## config.mk

```make
export PLATFORM = sky130hd
export DESIGN_NAME = load_store_unit_flat
export DESIGN_NICKNAME = d
export VERILOG_FILES = /design/src/rtl/lsu_pkg.sv /design/src/rtl/lsu_if.sv /design/src/rtl/lsu_align.sv /design/src/rtl/load_store_unit.sv /design/src/flat_wrapper.sv
export SDC_FILE = /design/constraint.sdc
export NUM_CORES = 1
export LEC_CHECK = 0
export CORE_ASPECT_RATIO = 1.1
export CORE_UTILIZATION = 46
export CTS_BUF_LIST = sky130_fd_sc_hd__clkbuf_16
export DETAILED_ROUTE_END_ITERATION = 12
export PLACE_DENSITY = 0.89
export SYNTH_ARGS = -nofsm -noshare
export SYNTH_HDL_FRONTEND = slang
export SYNTH_SLANG_ARGS = --single-unit
export TNS_END_PERCENT = 50
```

## constraint.sdc

```tcl
create_clock -name clk -period 5.11 [get_ports clk]
set_input_delay 1.533 -clock clk [delete_from_list [all_inputs] [get_ports clk]]
set_output_delay 1.533 -clock clk [all_outputs]
set_load 0.01 [all_outputs]
```

## src/rtl/lsu_pkg.sv

```systemverilog
// Shared definitions for the load/store unit: RV32I funct3 codes,
// the controller state encoding and the access legality check.
package lsu_pkg;

    // Load width/sign codes
    localparam logic [2:0] F3_LB  = 3'b000;
    localparam logic [2:0] F3_LH  = 3'b001;
    localparam logic [2:0] F3_LW  = 3'b010;
    localparam logic [2:0] F3_LBU = 3'b100;
    localparam logic [2:0] F3_LHU = 3'b101;

    // Store width codes (share encodings with the signed loads)
    localparam logic [2:0] F3_SB  = 3'b000;
    localparam logic [2:0] F3_SH  = 3'b001;
    localparam logic [2:0] F3_SW  = 3'b010;

    typedef enum logic [1:0] {
        IDLE      = 2'd0,
        LOAD_WAIT = 2'd1,
        RMW_MERGE = 2'd2,
        DONE      = 2'd3
    } state_t;

    // 1 when the access is misaligned for its width or funct3 is not a
    // legal load/store code; such requests never touch memory.
    function automatic logic access_err(input logic       i_we,
                                        input logic [2:0] i_funct3,
                                        input logic [1:0] i_off);
        logic v_err;
        v_err = 1'b1;
        if (i_we) begin
            case (i_funct3)
                F3_SB:   v_err = 1'b0;
                F3_SH:   v_err = i_off[0];
                F3_SW:   v_err = (i_off != 2'b00);
                default: v_err = 1'b1;
            endcase
        end else begin
            case (i_funct3)
                F3_LB, F3_LBU: v_err = 1'b0;
                F3_LH, F3_LHU: v_err = i_off[0];
                F3_LW:         v_err = (i_off != 2'b00);
                default:       v_err = 1'b1;
            endcase
        end
        return v_err;
    endfunction

endpackage

```

## src/rtl/lsu_if.sv

```systemverilog
// Core-side request/response handshake plus the data-memory port.
//
// Handshake: a request transfers on a rising clk edge where
// req_valid & req_ready are both 1. req_ready is high only while the unit
// is idle and out of reset; req_valid may change freely while req_ready
// is low without effect. rsp_valid is a single-cycle completion pulse and
// carries no backpressure. mem_d_out returns the word addressed in the
// previous cycle (synchronous read).
interface lsu_if #(
    parameter int ADDR = 10
);
    logic            req_valid;
    logic            req_ready;
    logic            req_we;
    logic [2:0]      req_funct3;
    logic [31:0]     req_addr;
    logic [31:0]     req_wdata;
    logic            rsp_valid;
    logic [31:0]     rsp_rdata;
    logic            rsp_err;
    logic            mem_wr_en;
    logic [ADDR-1:0] mem_addr;
    logic [31:0]     mem_d_in;
    logic [31:0]     mem_d_out;

    // Load/store unit side
    modport slave (
        input  req_valid, req_we, req_funct3, req_addr, req_wdata, mem_d_out,
        output req_ready, rsp_valid, rsp_rdata, rsp_err,
               mem_wr_en, mem_addr, mem_d_in
    );

    // Core and data-memory side
    modport master (
        output req_valid, req_we, req_funct3, req_addr, req_wdata, mem_d_out,
        input  req_ready, rsp_valid, rsp_rdata, rsp_err,
               mem_wr_en, mem_addr, mem_d_in
    );
endinterface

```

## src/rtl/lsu_align.sv

```systemverilog
// Byte-lane datapath: extracts and extends load data from a memory word,
// and merges sub-word store data into a word for read-modify-write.
module lsu_align
    import lsu_pkg::*;
(
    input  logic [2:0]  i_funct3,
    input  logic [1:0]  i_off,
    input  logic [31:0] i_word,
    input  logic [15:0] i_wdata,
    output logic [31:0] o_load_data,
    output logic [31:0] o_merge_data
);
    logic [7:0]  w_byte;
    logic [15:0] w_half;

    // Select the addressed byte and halfword lanes of the word
    always_comb begin
        w_byte = i_word[{i_off, 3'b000} +: 8];
        w_half = i_off[1] ? i_word[31:16] : i_word[15:0];
    end

    // Right-align and sign/zero-extend according to the load code
    always_comb begin
        o_load_data = '0;
        case (i_funct3)
            F3_LB:   o_load_data = {{24{w_byte[7]}}, w_byte};
            F3_LBU:  o_load_data = {24'h000000, w_byte};
            F3_LH:   o_load_data = {{16{w_half[15]}}, w_half};
            F3_LHU:  o_load_data = {16'h0000, w_half};
            F3_LW:   o_load_data = i_word;
            default: o_load_data = '0;
        endcase
    end

    // Replace only the addressed lanes; every other bit keeps the old word
    always_comb begin
        o_merge_data = i_word;
        if (i_funct3 == F3_SB) begin
            o_merge_data[{i_off, 3'b000} +: 8] = i_wdata[7:0];
        end else if (i_funct3 == F3_SH) begin
            o_merge_data[{i_off[1], 4'b0000} +: 16] = i_wdata;
        end
    end

endmodule

```

## src/rtl/load_store_unit.sv

```systemverilog
// RV32I load/store unit in front of a single-port, synchronous-read word
// memory. Loads take one wait cycle, word stores write on the accept
// cycle, sub-word stores do a read-modify-write. Illegal or misaligned
// requests complete with rsp_err and never write.
module load_store_unit
    import lsu_pkg::*;
#(
    parameter int ADDR = 10,
    parameter int DATA = 32
) (
    input  logic   clk,
    input  logic   rst_n,
    lsu_if.slave   bus,
    output state_t o_dbg_state
);
    state_t           r_state;
    state_t           w_next;

    // Request fields captured on accept
    logic             r_we;
    logic [2:0]       r_funct3;
    logic [1:0]       r_off;
    logic [ADDR-1:0]  r_idx;
    logic [15:0]      r_wdata;
    logic             r_err;

    logic             w_accept;
    logic             w_req_err;
    logic [ADDR-1:0]  w_req_idx;
    logic [DATA-1:0]  w_load_data;
    logic [DATA-1:0]  w_merge_data;

    logic             w_req_ready;
    logic             w_mem_wr_en;
    logic [ADDR-1:0]  w_mem_addr;
    logic [DATA-1:0]  w_mem_d_in;
    logic             w_rsp_valid;
    logic             w_rsp_err;
    logic [DATA-1:0]  w_rsp_rdata;

    // Address bits above the word index are intentionally ignored
    logic             w_unused_addr;
    assign w_unused_addr = ^bus.req_addr;

    assign w_req_idx = bus.req_addr[ADDR+1:2];
    assign w_req_err = access_err(bus.req_we, bus.req_funct3, bus.req_addr[1:0]);
    assign w_accept  = rst_n && (r_state == IDLE) && bus.req_valid;

    lsu_align u_align (
        .i_funct3     (r_funct3),
        .i_off        (r_off),
        .i_word       (bus.mem_d_out),
        .i_wdata      (r_wdata),
        .o_load_data  (w_load_data),
        .o_merge_data (w_merge_data)
    );

    // State register; reset aborts any request in flight
    always_ff @(posedge clk or negedge rst_n) begin
        if (!rst_n) begin
            r_state <= IDLE;
        end else begin
            r_state <= w_next;
        end
    end

    // Capture the request on the accept edge for the later cycles
    always_ff @(posedge clk or negedge rst_n) begin
        if (!rst_n) begin
            r_we     <= 1'b0;
            r_funct3 <= 3'b000;
            r_off    <= 2'b00;
            r_idx    <= '0;
            r_wdata  <= 16'h0000;
            r_err    <= 1'b0;
        end else if (w_accept) begin
            r_we     <= bus.req_we;
            r_funct3 <= bus.req_funct3;
            r_off    <= bus.req_addr[1:0];
            r_idx    <= w_req_idx;
            r_wdata  <= bus.req_wdata[15:0];
            r_err    <= w_req_err;
        end
    end

    // Next-state and per-state outputs
    always_comb begin
        w_next      = r_state;
        w_req_ready = 1'b0;
        w_mem_wr_en = 1'b0;
        w_mem_addr  = r_idx;
        w_mem_d_in  = '0;
        w_rsp_valid = 1'b0;
        w_rsp_err   = 1'b0;
        w_rsp_rdata = '0;
        case (r_state)
            IDLE: begin
                w_req_ready = 1'b1;
                // Address goes straight to memory so the read is issued
                // in the accept cycle itself
                w_mem_addr  = w_req_idx;
                if (bus.req_valid) begin
                    if (w_req_err) begin
                        w_next = DONE;
                    end else if (bus.req_we) begin
                        if (bus.req_funct3 == F3_SW) begin
                            w_mem_wr_en = 1'b1;
                            w_mem_d_in  = bus.req_wdata;
                            w_next      = DONE;
                        end else begin
                            w_next = RMW_MERGE;
                        end
                    end else begin
                        w_next = LOAD_WAIT;
                    end
                end
            end
            LOAD_WAIT: begin
                w_rsp_valid = 1'b1;
                w_rsp_rdata = w_load_data;
                w_next      = IDLE;
            end
            RMW_MERGE: begin
                w_mem_wr_en = 1'b1;
                w_mem_d_in  = w_merge_data;
                w_next      = DONE;
            end
            DONE: begin
                w_rsp_valid = 1'b1;
                w_rsp_err   = r_err;
                w_next      = IDLE;
            end
            default: begin
                w_next = IDLE;
            end
        endcase
    end

    // Outputs are forced low the moment reset is asserted
    assign bus.req_ready = rst_n & w_req_ready;
    assign bus.mem_wr_en = rst_n & w_mem_wr_en;
    assign bus.mem_addr  = rst_n ? w_mem_addr  : '0;
    assign bus.mem_d_in  = rst_n ? w_mem_d_in  : '0;
    assign bus.rsp_valid = rst_n & w_rsp_valid;
    assign bus.rsp_err   = rst_n & w_rsp_err;
    assign bus.rsp_rdata = rst_n ? w_rsp_rdata : '0;

    assign o_dbg_state = r_state;

endmodule

```

## src/flat_wrapper.sv

```systemverilog
// flat-port wrapper written by rule: the top's interface ports become plain ports
module load_store_unit_flat import lsu_pkg::*;
#(
    parameter int ADDR = 10,
    parameter int DATA = 32
)
  (clk, rst_n, o_dbg_state, bus_req_valid, bus_req_we, bus_req_funct3, bus_req_addr, bus_req_wdata, bus_mem_d_out, bus_req_ready, bus_rsp_valid, bus_rsp_rdata, bus_rsp_err, bus_mem_wr_en, bus_mem_addr, bus_mem_d_in);
  lsu_if #(.ADDR(ADDR)) bus_i ();
  input  logic clk;
  input  logic rst_n;
  output state_t o_dbg_state;
  input wire logic [$bits(bus_i.req_valid)-1:0] bus_req_valid;
  input wire logic [$bits(bus_i.req_we)-1:0] bus_req_we;
  input wire logic [$bits(bus_i.req_funct3)-1:0] bus_req_funct3;
  input wire logic [$bits(bus_i.req_addr)-1:0] bus_req_addr;
  input wire logic [$bits(bus_i.req_wdata)-1:0] bus_req_wdata;
  input wire logic [$bits(bus_i.mem_d_out)-1:0] bus_mem_d_out;
  output wire logic [$bits(bus_i.req_ready)-1:0] bus_req_ready;
  output wire logic [$bits(bus_i.rsp_valid)-1:0] bus_rsp_valid;
  output wire logic [$bits(bus_i.rsp_rdata)-1:0] bus_rsp_rdata;
  output wire logic [$bits(bus_i.rsp_err)-1:0] bus_rsp_err;
  output wire logic [$bits(bus_i.mem_wr_en)-1:0] bus_mem_wr_en;
  output wire logic [$bits(bus_i.mem_addr)-1:0] bus_mem_addr;
  output wire logic [$bits(bus_i.mem_d_in)-1:0] bus_mem_d_in;
  assign bus_i.req_valid = bus_req_valid;
  assign bus_i.req_we = bus_req_we;
  assign bus_i.req_funct3 = bus_req_funct3;
  assign bus_i.req_addr = bus_req_addr;
  assign bus_i.req_wdata = bus_req_wdata;
  assign bus_i.mem_d_out = bus_mem_d_out;
  assign bus_req_ready = bus_i.req_ready;
  assign bus_rsp_valid = bus_i.rsp_valid;
  assign bus_rsp_rdata = bus_i.rsp_rdata;
  assign bus_rsp_err = bus_i.rsp_err;
  assign bus_mem_wr_en = bus_i.mem_wr_en;
  assign bus_mem_addr = bus_i.mem_addr;
  assign bus_mem_d_in = bus_i.mem_d_in;
  load_store_unit #(.ADDR(ADDR), .DATA(DATA)) u_core (.clk(clk), .rst_n(rst_n), .bus(bus_i), .o_dbg_state(o_dbg_state));
endmodule
```

==> results of run 1 <==
[cell families after synthesis]
kind of cell               share of synthesized area, %
AOI/OAI and AO/OA                                  36.0
and+or+nand+nor                                    21.5
buffers and inverters                              7.57
muxes                                              11.3
DFF                                                22.0
adders and majority gates                          1.62
[layout by cell type, fill, tap and decap left out, types with 9 or more instances in the layout]
cell type / synthesis / final
a211oi_1: 12 / 12
a21boi_0: 11 / 11
a21oi_1: 23 / 23
a21oi_2: 9 / 9
a221oi_1: 21 / 21
a22o_1: 15 / 15
buf_4: 1 / 21
clkdlybuf4s50_1: 0 / 154
dfrtp_1: 34 / 34
mux2_2: 35 / 35
nand2_1: 44 / 44
nor2_1: 47 / 47
nor3_1: 18 / 17
o21ai_0: 44 / 44
o2bb2ai_1: 9 / 9
or3_1: 12 / 12
[final cells by class]
class	instances	share of cell area, %
Clock buffer	5	2.17
Sequential cell	34	14.7
Timing Repair Buffer	186	31.7
Multi-Input combinational cell	395	47.3
Clock inverter	3	1.19
Tap cell	108	2.34
Inverter	8	0.520
Antenna cell	1	0.0433
[worst min path at each step]
| stage | to | startpoint | slack (ps) | depth (start not counted) |
|---|---|---|---|---|
| 5_1_grt | u_core.r_idx[5] | u_core.r_idx[5] | 530 | 1 |
| 2_1_floorplan | u_core.r_idx[0] | u_core.r_idx[0] | 480 | 1 |
| 3_3_place_gp | u_core.r_idx[4] | u_core.r_idx[4] | 490 | 1 |
| 4_1_cts | u_core.r_idx[0] | u_core.r_idx[0] | 510 | 1 |
| 6_report | u_core.r_idx[0] | u_core.r_idx[0] | 510 | 1 |
| 3_5_place_dp | u_core.r_idx[0] | u_core.r_idx[0] | 500 | 1 |
[metrics by stage]
step	setup WS, ps	std cells	setup TNS (ps)	utilization, %
final	61.6	740	0	71.8
after global routing	-1.25	740	-2.82	71.8
after CTS	3.27	738	0	71.5
after detailed placement	-87.4	730	-1080	68.9
after global placement	-29.4	730	-98.1	68.9
after floorplan	1020	484	0	-
[registers in the layout (all words and copies together), names as in the netlist]
signal / flops
u_core.r_idx: 10
u_core.r_funct3: 3
u_core.o_dbg_state: 2
u_core.r_wdata: 16
u_core.r_err: 1
u_core.r_off: 2
[power breakdown]
group / internal (W) / switching [W]
combinational: 0.000798 / 0.000996
sequential: 0.000405 / 0.000205
clock: 0.000280 / 0.000113
[routing by layer]
metal,routed length (um),vias up,track usage (%)
met2,7130,331,55.0
met3,1510,52,5.24
met4,540,0,15.1
met1,5840,2260,42.5
met5,0,-,0
li1,-,2152,-
[timing repair]
| action | CTS | global route |
|---|---|---|
| endpoints found under the hold margin | 0 | 0 |
| setup buffers | 0 | 1 |
| gates resized for setup | 6 | 7 |
| pin swaps | 0 | 2 |
| setup endpoints to repair | 32 | 32 |
==> key figures, run 1 <==
Status
  – Outcome: completed

Global routing
  – First-pass GRT wire length: 22900 um
  – Grt ovf: 0
  – Vias in the first global route: 4512
  – Largest net degree at the start of global routing: 52
  – Global Route Usage Sum: 33.4%
  – Initial antenna violation count: 1

Critical path
  – Worst setup SP type: input port
  – Slowest CP cell: clkdlybuf4s50_1
  – CP top delay family: buffers and inverters
  – Worst R2R Start: u_core.o_dbg_state[1]
  – Worst Setup SP: bus_req_we
  – Levels on crit path: 7
  – CP required: 3580 ps
  – CP endpoint: bus_mem_d_in[0]
  – Cell mode on critical path: clkdlybuf4s50_1
  – CP Data Arrival Time: 3520 ps
  – CP max stage delay: about 550 ps
  – Crit-path max FO: 18
  – Crit path cell chain: clkdlybuf4s50_1 -> nor2b_2 -> and4_1 -> and2_4 -> buf_8 -> a22o_1 -> clkdlybuf4s50_1
  – R2r endpoint: u_core.r_wdata[14]
  – R2r setup slk: 2560 ps
  – CP bufs+invs: 3
  – Worst R2R Path Depth: 4
  – CP Capture Type: primary output
  – Crit Path Category: in -> out

Synth
  – Sequential-to-total area share from yosys stat: 22.0%
  – Post-synth EDFFs: 0
  – Top-count cell post-synth: nor2_1
  – Synth warn: 0
  – Cell taking the most area after synthesis: dfrtp_1
  – Synth top area share: 22.0%
  – Async set-reset flop share out of synthesis: 100%
  – Post-synth top cells: nor2_1 (47), nand2_1 (44), o21ai_0 (44)
  – Net Count, Synth: 592
  – #FFs+latches synth: 34
  – Synth Instances: 484
  – Syn Area/Cell: 7.99 sq um
  – Ys flop type: dfrtp_1
  – Syn Std Cell Area: between 0.003 and 0.004 sq mm
  – Yosys cell types: 63
  – Top cells by area, synth: dfrtp_1 (22%), mux2_2 (10%), o21ai_0 (5.7%)

Timing
  – Hold WS: 509 ps
  – Clock skew: 4.37 ps
  – Final setup violation count: 0
  – Min Tclk post-route: 5050 ps
  – Max Fclk: 198 MHz
  – Period utilization: 98.8%
  – Fin. max-slew vios: 0
  – Fin. Hold Viols: 0
  – Slew headroom: 38.9%
  – Worst Max-Slew Pin Slew: 910 ps

Floorplan
  – Initial core utilization: 48.1%
  – Die Ht: 98.2 um
  – Num rows: 34
  – Die area: about 0.0088 sq mm
  – Num ports: around 180
  – Area of the core: between 0.008 and 0.009 sq mm
  – Die Width: between 80 and 90 um

Clocking
  – H-tree depth: 2
  – Total CTS buffers: 5
  – Num Clock Sinks: 34
  – Clk buf depth: 2
  – Hold_buf cts: 0
  – Skew-Pair Late Insertion Delay: 280 ps
  – CTS tree: built
  – CTS clk-pin slew, worst paths: ~60 ps
  – Root buf cell: clkbuf_16

Final layout
  – Area occupied by registers: 851 sq um
  – Final Net Count: 738
  – Fill cells: roughly 600
  – Multi-input logic area: around 0.0027 sq mm
  – Share of cells above drive strength 1: between 15 and 20%
  – Final instance area: 0.00578 sq mm
  – Area Growth Syn to Fin: 49.4%

Placed design
  – HPWL Detailed: 10800 um
  – Port-buffer cells: 162
  – Final GP Congestion: approximately 1
  – Post-DP Area: about 0.0055 sq mm

Power
  – Peak VDD IR: 0.321 mV
  – Pwr dens: roughly 480 mW/mm^2
  – Static Leak: 2.19 nW
  – Final Power: 0.00280 W

Routing
  – DR vias: 4795
  – Total Routed Length: approximately 15000 um
  – Routed wire per std cell: 20.3 um
  – Post-detailed-route count of antenna-violating nets: 0
  – Drc violations: 0
  – Drt pass-1 iters: 5
  – Initial DRC Count: 605
  – Vias per cell: 6.48

Hold path
  – Type of the worst min-delay path: reg -> reg

Job
  – Max-cap violations: 0
Power figures use the tool's default switching activity.
==> run 2, diff against run 1 <==
CORE_MARGIN = 2   (was unset)
==> run 2 against run 1 <==
Compared with the run above:
- die area increased by 4.3%
- setup slack improved by 21 ps
- clock skew decreased by 2.3 ps
- sequential cell count unchanged
- non-clock buffer count decreased by 3
- fmax increased by 0.42%
- wire length decreased by 0.35%
- sequential share of layout area about the same
- power decreased by 4.9%
==> key figures, run 2 (synthesis gave the netlist of run 1 again) <==
Routing
  – Drc violations: 0 (unchanged)
  – Drt pass-1 iters: 5 (unchanged)
  – Initial DRC Count: 442 (-27%)
  – Total Routed Length: 15000 um (-0.35%)
  – DR vias: 4665 (-2.7%)
  – Vias per cell: 6.31 (-2.6%)
  – Routed wire per std cell: 20.3 um (-0.22%)
  – Post-detailed-route count of antenna-violating nets: 0 (unchanged)

Timing
  – Setup TNS: 0 ps (unchanged)
  – Fin. max-slew vios: 0 (unchanged)
  – Slew headroom: 36.7% (-2.2 points)
  – Period utilization: 98.4% (-0.41 points)
  – Final setup margin: 82.5 ps (+20.9 ps)
  – Clock skew: 2.11 ps (-2.26 ps)
  – Final setup violation count: 0 (unchanged)
  – Worst Max-Slew Pin Slew: 949 ps (+38.9 ps)
  – Max Fclk: 199 MHz (+0.42%)
  – Fin. Hold Viols: 0 (unchanged)
  – RSZ-0062 raised after global routing: false
  – Min Tclk post-route: 5030 ps (-20.9 ps)

Global routing
  – Largest net degree at the start of global routing: 49 (-5.8%)
  – Vias in the first global route: 4491 (-0.47%)
  – Grt ovf: 0 (unchanged)
  – First-pass GRT wire length: 23100 um (+0.96%)
  – Initial antenna violation count: 0 (-1)
  – Global Route Usage Sum: 31.1% (-2.4 points)

Floorplan
  – Die Ht: 100 um (+2.0%)
  – Num ports: 183 (unchanged)
  – Initial core utilization: 46.7% (-1.4 points)
  – Area of the core: 0.00828 sq mm (+2.9%)
  – Num rows: 35 (+2.9%)
  – Die area: 0.00916 sq mm (+4.3%)
  – Die Width: 91.4 um (+2.2%)

Critical path
  – CP bufs+invs: 2 (-1)
  – CP max stage delay: 540 ps (about the same)
  – Worst setup SP type: input port
  – CP Data Arrival Time: 3490 ps (-30 ps)
  – CP Capture Type: primary output
  – Crit path cell chain: clkdlybuf4s50_1 -> mux4_2 -> nand3_4 -> o31a_4 -> a21oi_2 -> clkdlybuf4s50_1
  – Cell mode on critical path: clkdlybuf4s50_1
  – CP top delay family: buffers and inverters
  – Slowest CP cell: mux4_2
  – CP required: 3580 ps (about the same)
  – Crit-path max FO: 16 (-2)
  – Crit Path Category: in -> out

Final layout
  – Commonest cells after routing, fill and taps aside: clkdlybuf4s50_1 (123), nor2_1 (47), nand2_1 (44), o21ai_0 (44), dlymetal6s2s_1 (36)
  – Registers with the most flip-flops: u_core.r_wdata: 16 flops, u_core.r_idx: 10 flops, u_core.r_funct3: 3 flops
  – Largest register FFs: 16 (unchanged)
  – Multi-input logic area: 0.00273 sq mm (unchanged)
  – Final std cells w/o fill: 739 (-0.14%)
  – Share of cells above drive strength 1: 14.6% (-0.72 points)
  – Area occupied by registers: 851 sq um (unchanged)
  – Commonest non-fill, non-tap cell in the layout: clkdlybuf4s50_1
  – Final Net Count: 735 (-0.41%)
  – Final instance area: 0.00580 sq mm (+0.32%)
  – Fill cells: 657 (+10%)
  – Biggest register: u_core.r_wdata
  – Area Growth Syn to Fin: 49.9%
  – ANT cells: 0 (-1)

Job
  – Max-cap violations: 0 (unchanged)

Clocking
  – Hold_buf cts: 0 (unchanged)
  – CTS tree: built
  – Root buf cell: clkbuf_16
  – Clk buf depth: 2 (unchanged)
  – Num Clock Sinks: 34 (unchanged)
  – CTS clk-pin slew, worst paths: 50 ps (about the same)
  – Skew-Pair Late Insertion Delay: 280 ps (about the same)
  – H-tree depth: 2 (unchanged)
  – Post-CTS setup buffers: 0 (unchanged)
  – Total CTS buffers: 5 (unchanged)

Placed design
  – Post-DP Area: 0.00554 sq mm (-0.11%)
  – DP Cell Count: 730 (unchanged)
  – Pre-CTS setup slack: -86.9 ps (+0.404 ps)
  – Final GP Congestion: 0.955 (-5.8%)
  – Port-buffer cells: 162 (unchanged)
  – HPWL Detailed: 10600 um (-1.7%)

Power
  – Final Power: 0.00266 W (-4.9%)
  – Peak VDD IR: 0.308 mV (-4.2%)
  – Pwr dens: 459 mW/mm^2 (-5.2%)
  – Static Leak: 2.72 nW (+24%)

Hold path
  – Type of the worst min-delay path: reg -> reg

Status
  – Outcome: completed
[run 2: changes by cell type in the layout (fill, tap and decap cells not counted), moves of 2 or more]
cell,change
bufinv_16,-2
dlymetal6s2s_1,+31
buf_4,-3
clkdlybuf4s50_1,-31
[run 2: cell type report]
class | instances | share of cell area, %
clock inverter | 3 | 0.216
sequential | 34 | 14.7
tap | 111 | 2.40
clock buffer | 5 | 2.16
multi-input combinational | 395 | 47.2
timing repair buffer | 183 | 32.9
inverter | 8 | 0.518
[run 2: final timing paths]
check,start,endpoint,slack [ps],cells past startpoint
max,bus_mem_d_out[31],bus_rsp_rdata[20],80,6
min,u_core.r_idx[9],u_core.r_idx[9],510,1
max reg2reg,u_core.o_dbg_state[1],u_core.r_wdata[9],2430,4
min reg2reg,u_core.r_idx[9],u_core.r_idx[9],510,1
max in group asynchronous,rst_n,u_core.r_wdata[2],3360,2
min in group asynchronous,rst_n,u_core.o_dbg_state[0],1050,1
[run 2: per-layer routing]
layer	part of all wire [%]	track usage [%]	vias to the layer above
met3	9.0	5.93	23
li1	-	-	2136
met1	41	40.3	2223
met5	0	0	-
met4	1.7	8.97	0
met2	49	52.8	283
[run 2: power by group]
part | leakage, nW | total (W) | switching (W) | internal (W)
combinational | 2.24 | 0.00177 | 0.000981 | 0.000789
clock | 0.0724 | 0.000290 | 0.000114 | 0.000176
sequential | 0.406 | 0.000600 | 0.000194 | 0.000405
[run 2: repair_timing]
action,CTS,global route
resized for setup,3,39
setup endpoints to repair,27,36
pin swaps,1,3
gates cloned,0,1
[run 2: metrics by stage]
stage	utilization (%)	hold slack, ps
floorplan	-	481
global placement	66.9	490
detailed placement	66.9	498
CTS	68.6	511
global route	70.0	529
finish	70.0	512
[run 2: worst register-to-register path, stage by stage (launching register included)]
cell	delay (ps)
dfrtp_1	460
nor2_1	610
and3_1	700
buf_4	410
mux2_2	380
